<file path="src/rtl/mux_rr_arbiter.sv">
// Round-robin owner arbiter for a shared 4:1 mux path.
// Grants are registered and each grant is capped at MAX_HOLD consecutive cycles.
module mux_rr_arbiter #(
    parameter int unsigned MAX_HOLD = 15
) (
    input  logic       clk,
    input  logic       rst_n,
    input  logic [3:0] req,
    output logic [3:0] gnt,
    output logic       s1,
    output logic       s0,
    output logic       busy,
    output logic       timeout
);

    localparam int unsigned HOLD_W     = 8;
    localparam int unsigned HOLD_LIMIT = MAX_HOLD - 1;

    typedef enum logic {IDLE, BUSY} state_t;

    state_t              state, stateNext;
    logic [1:0]          owner, ownerNext;
    logic [1:0]          ptr, ptrNext;
    logic [HOLD_W-1:0]   holdCnt, holdNext;
    logic [3:0]          gntNext;
    logic                s1Next, s0Next, busyNext, timeoutNext;
    logic                found;
    logic [1:0]          winner;
    logic [1:0]          cand;

    // State and output registers
    always_ff @(posedge clk or negedge rst_n) begin
        if (!rst_n) begin
            state   <= IDLE;
            owner   <= 2'd0;
            ptr     <= 2'd3;
            holdCnt <= '0;
            gnt     <= 4'b0000;
            s1      <= 1'b0;
            s0      <= 1'b0;
            busy    <= 1'b0;
            timeout <= 1'b0;
        end else begin
            state   <= stateNext;
            owner   <= ownerNext;
            ptr     <= ptrNext;
            holdCnt <= holdNext;
            gnt     <= gntNext;
            s1      <= s1Next;
            s0      <= s0Next;
            busy    <= busyNext;
            timeout <= timeoutNext;
        end
    end

    // Next-state logic; while BUSY, ptr equals owner, so the 4th candidate is the owner itself
    always_comb begin
        stateNext   = state;
        ownerNext   = owner;
        ptrNext     = ptr;
        holdNext    = holdCnt;
        gntNext     = gnt;
        s1Next      = s1;
        s0Next      = s0;
        timeoutNext = 1'b0;
        found       = 1'b0;
        winner      = ptr;
        cand        = ptr;

        for (int k = 1; k <= 4; k++) begin
            cand = ptr + 2'(k);
            if (!found && req[cand] && !(state == BUSY && k == 4)) begin
                found  = 1'b1;
                winner = cand;
            end
        end

        case (state)
            IDLE: begin
                gntNext = 4'b0000;
                if (found) begin
                    stateNext = BUSY;
                    ownerNext = winner;
                    ptrNext   = winner;
                    holdNext  = '0;
                    gntNext   = 4'(4'b0001 << winner);
                    s1Next    = winner[1];
                    s0Next    = winner[0];
                end
            end
            BUSY: begin
                if (req[owner] && holdCnt < HOLD_W'(HOLD_LIMIT)) begin
                    holdNext = holdCnt + HOLD_W'(1);
                end else begin
                    timeoutNext = req[owner];
                    if (found) begin
                        ownerNext = winner;
                        ptrNext   = winner;
                        holdNext  = '0;
                        gntNext   = 4'(4'b0001 << winner);
                        s1Next    = winner[1];
                        s0Next    = winner[0];
                    end else if (req[owner]) begin
                        holdNext = '0;
                    end else begin
                        stateNext = IDLE;
                        holdNext  = '0;
                        gntNext   = 4'b0000;
                    end
                end
            end
            default: stateNext = IDLE;
        endcase

        busyNext = (stateNext == BUSY);
    end

endmodule

</file>
<file path="config.mk">
export PLATFORM = sky130hd
export DESIGN_NAME = mux_rr_arbiter
export DESIGN_NICKNAME = d
export VERILOG_FILES = /design/src/rtl/mux_rr_arbiter.sv
export SDC_FILE = /design/constraint.sdc
export NUM_CORES = 1
export LEC_CHECK = 0
export CAP_MARGIN = 5
export CELL_PAD_IN_SITES_DETAIL_PLACEMENT = 1
export CELL_PAD_IN_SITES_GLOBAL_PLACEMENT = 2
export CORE_ASPECT_RATIO = 1.1
export CORE_MARGIN = 1
export CORE_UTILIZATION = 33
export DETAILED_ROUTE_END_ITERATION = 7
export PLACE_DENSITY_LB_ADDON = 0.1
export SLEW_MARGIN = 20
export SYNTH_ARGS = -nofsm -noshare
export SYNTH_HDL_FRONTEND = slang
export SYNTH_SLANG_ARGS = --single-unit
</file>
<file path="constraint.sdc">
create_clock -name clk -period 2.4 [get_ports clk]
set_input_delay 0.36 -clock clk [delete_from_list [all_inputs] [get_ports clk]]
set_output_delay 0.36 -clock clk [all_outputs]
set_load 0.03 [all_outputs]
</file>
Yosys cells after proc, flatten, opt, wreduce, memory -nomap -nowiden
Cells that the tools add are included.

storage, ports and cells
  flip-flop bits (word level) = 20
  bits of input ports = 6

operators by class
  add/sub/neg operators = 4
  magnitude comparators = 6
  equality and inequality tests = 3
  shifts and indexed selects = 1
  multiplexer cells = 45
  bitwise gates (word level) = 1
  reduce and logical (&&, ||, !) cells = 10

operators by type and width
  kind                   number
  $mux W1                19
  $mux W2                8
  $mux W4                4
  $mux W8                2
  $pmux W8 S2            1
  $lt A2 B3 Y1 const B   5
  $bmux W1 S2            5
  $add A8 B1 Y8 const B  1
  $lt A8 B4 Y1 const B   1
  $pmux W2 S2            2
  $pmux W4 S2            1
  $pmux W1 S2            3
  $logic_and A1 B1 Y1    5
  $add A2 B2 Y2 const B  2
  $logic_not A1 Y1       4
  $ne A2 B2 Y1 const B   2
  $shl A1 B2 Y4 const A  1
  $ne A3 B3 Y1 const B   1
  $add A2 B1 Y2 const B  1
  $reduce_and A2 Y1      1
  $not A1 Y1             1

Longest topological paths before layout
  depth after elaboration = 18
  gate-level depth with buffers = 5
  depth with buffers taken out = 4

Worst setup path before layout
No wires, ideal clock.

  path type = reg2reg
  from = register owner[0]
  to = register owner[0]
  setup time = 0.128 ns
  data arrival time = 1.673 ns
  data required time = 2.272 ns
  slack = 0.600 ns
  cell stages (with the launch flop) = 5
  period minus slack after synthesis = 1.800 ns
  path through = dfrtp_1 -> mux4_2 -> nand3_2 -> a31oi_4 -> mux2_1

on the way
  longest elaborated chain between the ends = 4
  elaborated cells between the ends (all ways) = 7
  classes of those cells = eq/ne: 1; mux: 5; reduce/logical: 1

ends and longest elaborated chain
  element                        RTL line  RTL
  start, declared                22        logic [1:0] owner, ownerNext;
  start signal, assigned         45        owner <= ownerNext;
  $bmux W1 S2                    92        if (req[owner] && holdCnt < HOLD_W'(HOLD_LIMIT)) begin
  $mux W1 (implied by the code)  92
  $logic_and A1 B1 Y1            92
  $ne A2 B2 Y1 (no source line)  --

Parallel ways exist; a longest one is shown, timed or not. The select of a mux whose other input is x is not followed.
A chain may end at the register's enable or synchronous reset.

Final worst setup path
  from = input req[0]
  to = register owner[0]

on the way
  longest elaborated chain between the ends = 16
  elaborated cells between the ends (all ways) = 30
  classes of those cells = eq/ne: 1; mux: 21; reduce/logical: 8

ends and longest elaborated chain
  element                             RTL line  RTL
  start, declared                     8         input logic [3:0] req,
  $bmux W1 S2                         72        if (!found && req[cand] && !(state == BUSY && k == 4)) begin
  $mux W1 (implied by the code)       72
  $mux W1                             72
  $logic_not A1 Y1                    72
  $logic_and A1 B1 Y1                 72
  $mux W1                             72
  $logic_not A1 Y1                    72
  $logic_and A1 B1 Y1                 72
  $mux W1                             72
  $logic_not A1 Y1                    72
  $logic_and A1 B1 Y1 (2 in a row)    72
  $mux W2 or $mux W1 (tied branches)  72
  $mux W2                             81, 96
  $mux W2                             92
  $pmux W2 S2                         78        case (state)

Parallel ways exist; a longest one is shown, timed or not. The select of a mux whose other input is x is not followed.

==> flow_metrics.env <==
export IMPL_grt_overflow_total=0
export IMPL_cts_root_buf="clkbuf_4"
export IMPL_antennaDiodeCount=0
export IMPL_first_pass_iters=4
export IMPL_power_density_mw_per_mm2=1160
export IMPL_path_class="primary input to register"
export IMPL_setup_viol=0
export IMPL_place_congestion=0.788
export IMPL_clock_fmax_ghz=0.492
export IMPL_grt_pass1_wl_mm=3.59
export IMPL_ys_seq_area_frac=0.480
export IMPL_grt_busiest_layer="met2"
export IMPL_yosysUniqueCellTypes=36
export IMPL_leakagePower_nw=0.489
export IMPL_fp_dieArea_mm2=0.00308
export IMPL_place_area_mm2=0.00112
export IMPL_min_period_ns=2.03
export IMPL_drt_iter0_drc=6
export IMPL_slew_viol_final=0
export IMPL_synth_seq_cells=18
export IMPL_drc=0
export IMPL_ant_nets=0
export IMPL_vias=747
export IMPL_ctsHoldBuffers=0
export IMPL_grt_pass1_vias=765
export IMPL_setup_tns_ns=0
export IMPL_synth_flop_cell="dfrtp_1"
export IMPL_hold_violations=0
export IMPL_final_cell_count_no_fill=137
export IMPL_irDropWorstVdd_mv=0.642
export IMPL_worst_setup_path_start_kind="primary input"
export IMPL_cts_buffers=3
export IMPL_synth_top_area_cell="dfrtp_1"
export IMPL_placedCellCount=133
export IMPL_worst_setup_path_end_kind="register"
export IMPL_whs_ns=0.382
export IMPL_syn_area_um2=943
export IMPL_synth_edff_count=0
export IMPL_async_reset_ff_frac=1.00
export IMPL_nNetsFinal=114
export IMPL_yosysTopAreaCellShare=0.424
export IMPL_period_share=0.846
export IMPL_outcome="finished, final reports clean"
export IMPL_crit_start="req[0]"
export IMPL_synthCells=88
export IMPL_final_area_mm2=0.00116
export IMPL_avgSynthCellArea_um2=10.7
export IMPL_cp_required_ns=2.59
export IMPL_coreArea_mm2=0.00262
export IMPL_clkSlewWorstSetupHoldPaths_ns=0.11
export IMPL_preCtsSetupSlack_ns=0.0992
export IMPL_syn_to_final_growth_pct=23.1
export IMPL_clock_skew_ns=0.00769
export IMPL_synthTopCellsByCount="dfrtp_1, inv_1, nand2_1, nor2_1, o32ai_1"
export IMPL_hpwl_mm=1.62
export IMPL_wl_per_cell_um=15.6
export IMPL_cts_resized_gates=0
export IMPL_clk_latency_ns=0.29
export IMPL_rsz0062_at_grt="no"
export IMPL_cts_sinks=18
export IMPL_grt_max_degree=19
export IMPL_ys_warn_count=0
export IMPL_arrival_ns=2.22
export IMPL_ios=14
export IMPL_syn_num_nets=95
export IMPL_die_x_um=53.0
export IMPL_relSlewSlack=0.698
export IMPL_routed_wl_mm=2.14
export IMPL_grtUsageMet2=0.278
export IMPL_antenna_found_initial=0
export IMPL_io_buffers=13
export IMPL_ctsLongestPathBuffers=2
export IMPL_synth_area_top_cells="dfrtp_1, dfstp_2, o32ai_1"
export IMPL_die_h_um=58.1
export IMPL_yosysMostFrequentCell="dfrtp_1"
export IMPL_rows=19
export IMPL_initial_utilization=0.361
export IMPL_tightest_slew_ns=0.449
export IMPL_cts_setup_buffers=0
export IMPL_cts_tree="done"
export IMPL_path_max_fanout=8
export IMPL_hold_path_class="primary input to asynchronous set/reset pin"
export IMPL_grtUsageMet3=0.0262
export IMPL_grt_total_usage=0.160
export IMPL_maxCapViolations=0
export IMPL_layout_drive_gt1_share=0.151
export IMPL_fin_ws_ns=0.369
export IMPL_grt_use_met1=0.200
export IMPL_htreeDepth=1
export IMPL_r2r_start="holdCnt[7]"
export IMPL_vias_per_cell=5.45
## worst paths after layout
path	to	slack (ns)	cells after the start
max	owner[0]	0.37	5
max reg2reg	owner[0]	0.55	4
min reg2reg	holdCnt[6]	0.50	1
max in group asynchronous	ptr[1]	1.77	2
min in group clk	holdCnt[6]	0.50	1
min	holdCnt[1]	0.38	2
## kinds of logic after synthesis
kind of cell	Yosys count	synth area share
flops	18	0.480
compound gates	22	0.183
simple gates	30	0.176
mux	8	0.109
buf+inv	9	0.0385
fa+ha+maj	1	0.0133
## critical path: stages
cell	delay, ns
clkdlybuf4s50_1	0.52
nor4_1	0.48
nor2_1	0.19
a31oi_4	0.31
mux2_1	0.35
## layout make-up
class	instances	area, um^2
Inverter	7	26.3
Sequential cell	18	453
Multi-Input combinational cell	61	454
Fill cell	311	1450
Timing Repair Buffer	16	153
Tap cell	31	38.8
Clock buffer	4	36.3
## power by group
part,switching [W],internal (W)
clock,0.0000956,0.0000923
sequential,0.000119,0.000405
combinational,0.000327,0.000307
## sequential cells by signal, summed over array words and instances (netlist names)
signal,flops
ptr,2
s1,1
holdCnt,8
state,1
owner,1
timeout,1
gnt,4
## placed cells by master, fill, tap and decap left out, types with 2 or more instances in the layout
master and n:
a21oi_1 3, a41oi_1 2, and2_1 4, buf_4 3, clkbuf_4 3, clkdlybuf4s50_1 13
dfrtp_1 16, dfstp_2 2, inv_1 7, mux2_1 3, mux2i_1 2, nand2_1 5
nand2b_1 2, nand3_1 2, nor2_1 5, nor2b_1 2, nor4_1 2, o21a_1 2
o21ai_0 3, o32ai_1 5, or2_2 2
## per-layer routing
layer	vias up	part of all wire
met3	2	0.023
met5	-	0
met4	0	0.0070
met1	378	0.46
li1	359	-
met2	8	0.51
## stage by stage
| stage | util | power [W] |
|---|---|---|
| finish | 0.444 | 0.00135 |
| global route | 0.444 | 0.00145 |
| CTS | 0.444 | 0.00136 |
| detailed placement | 0.430 | 0.00117 |
| global placement | 0.430 | 0.00116 |
| floorplan | - | 0.000947 |
Power figures use the tool's default switching activity.
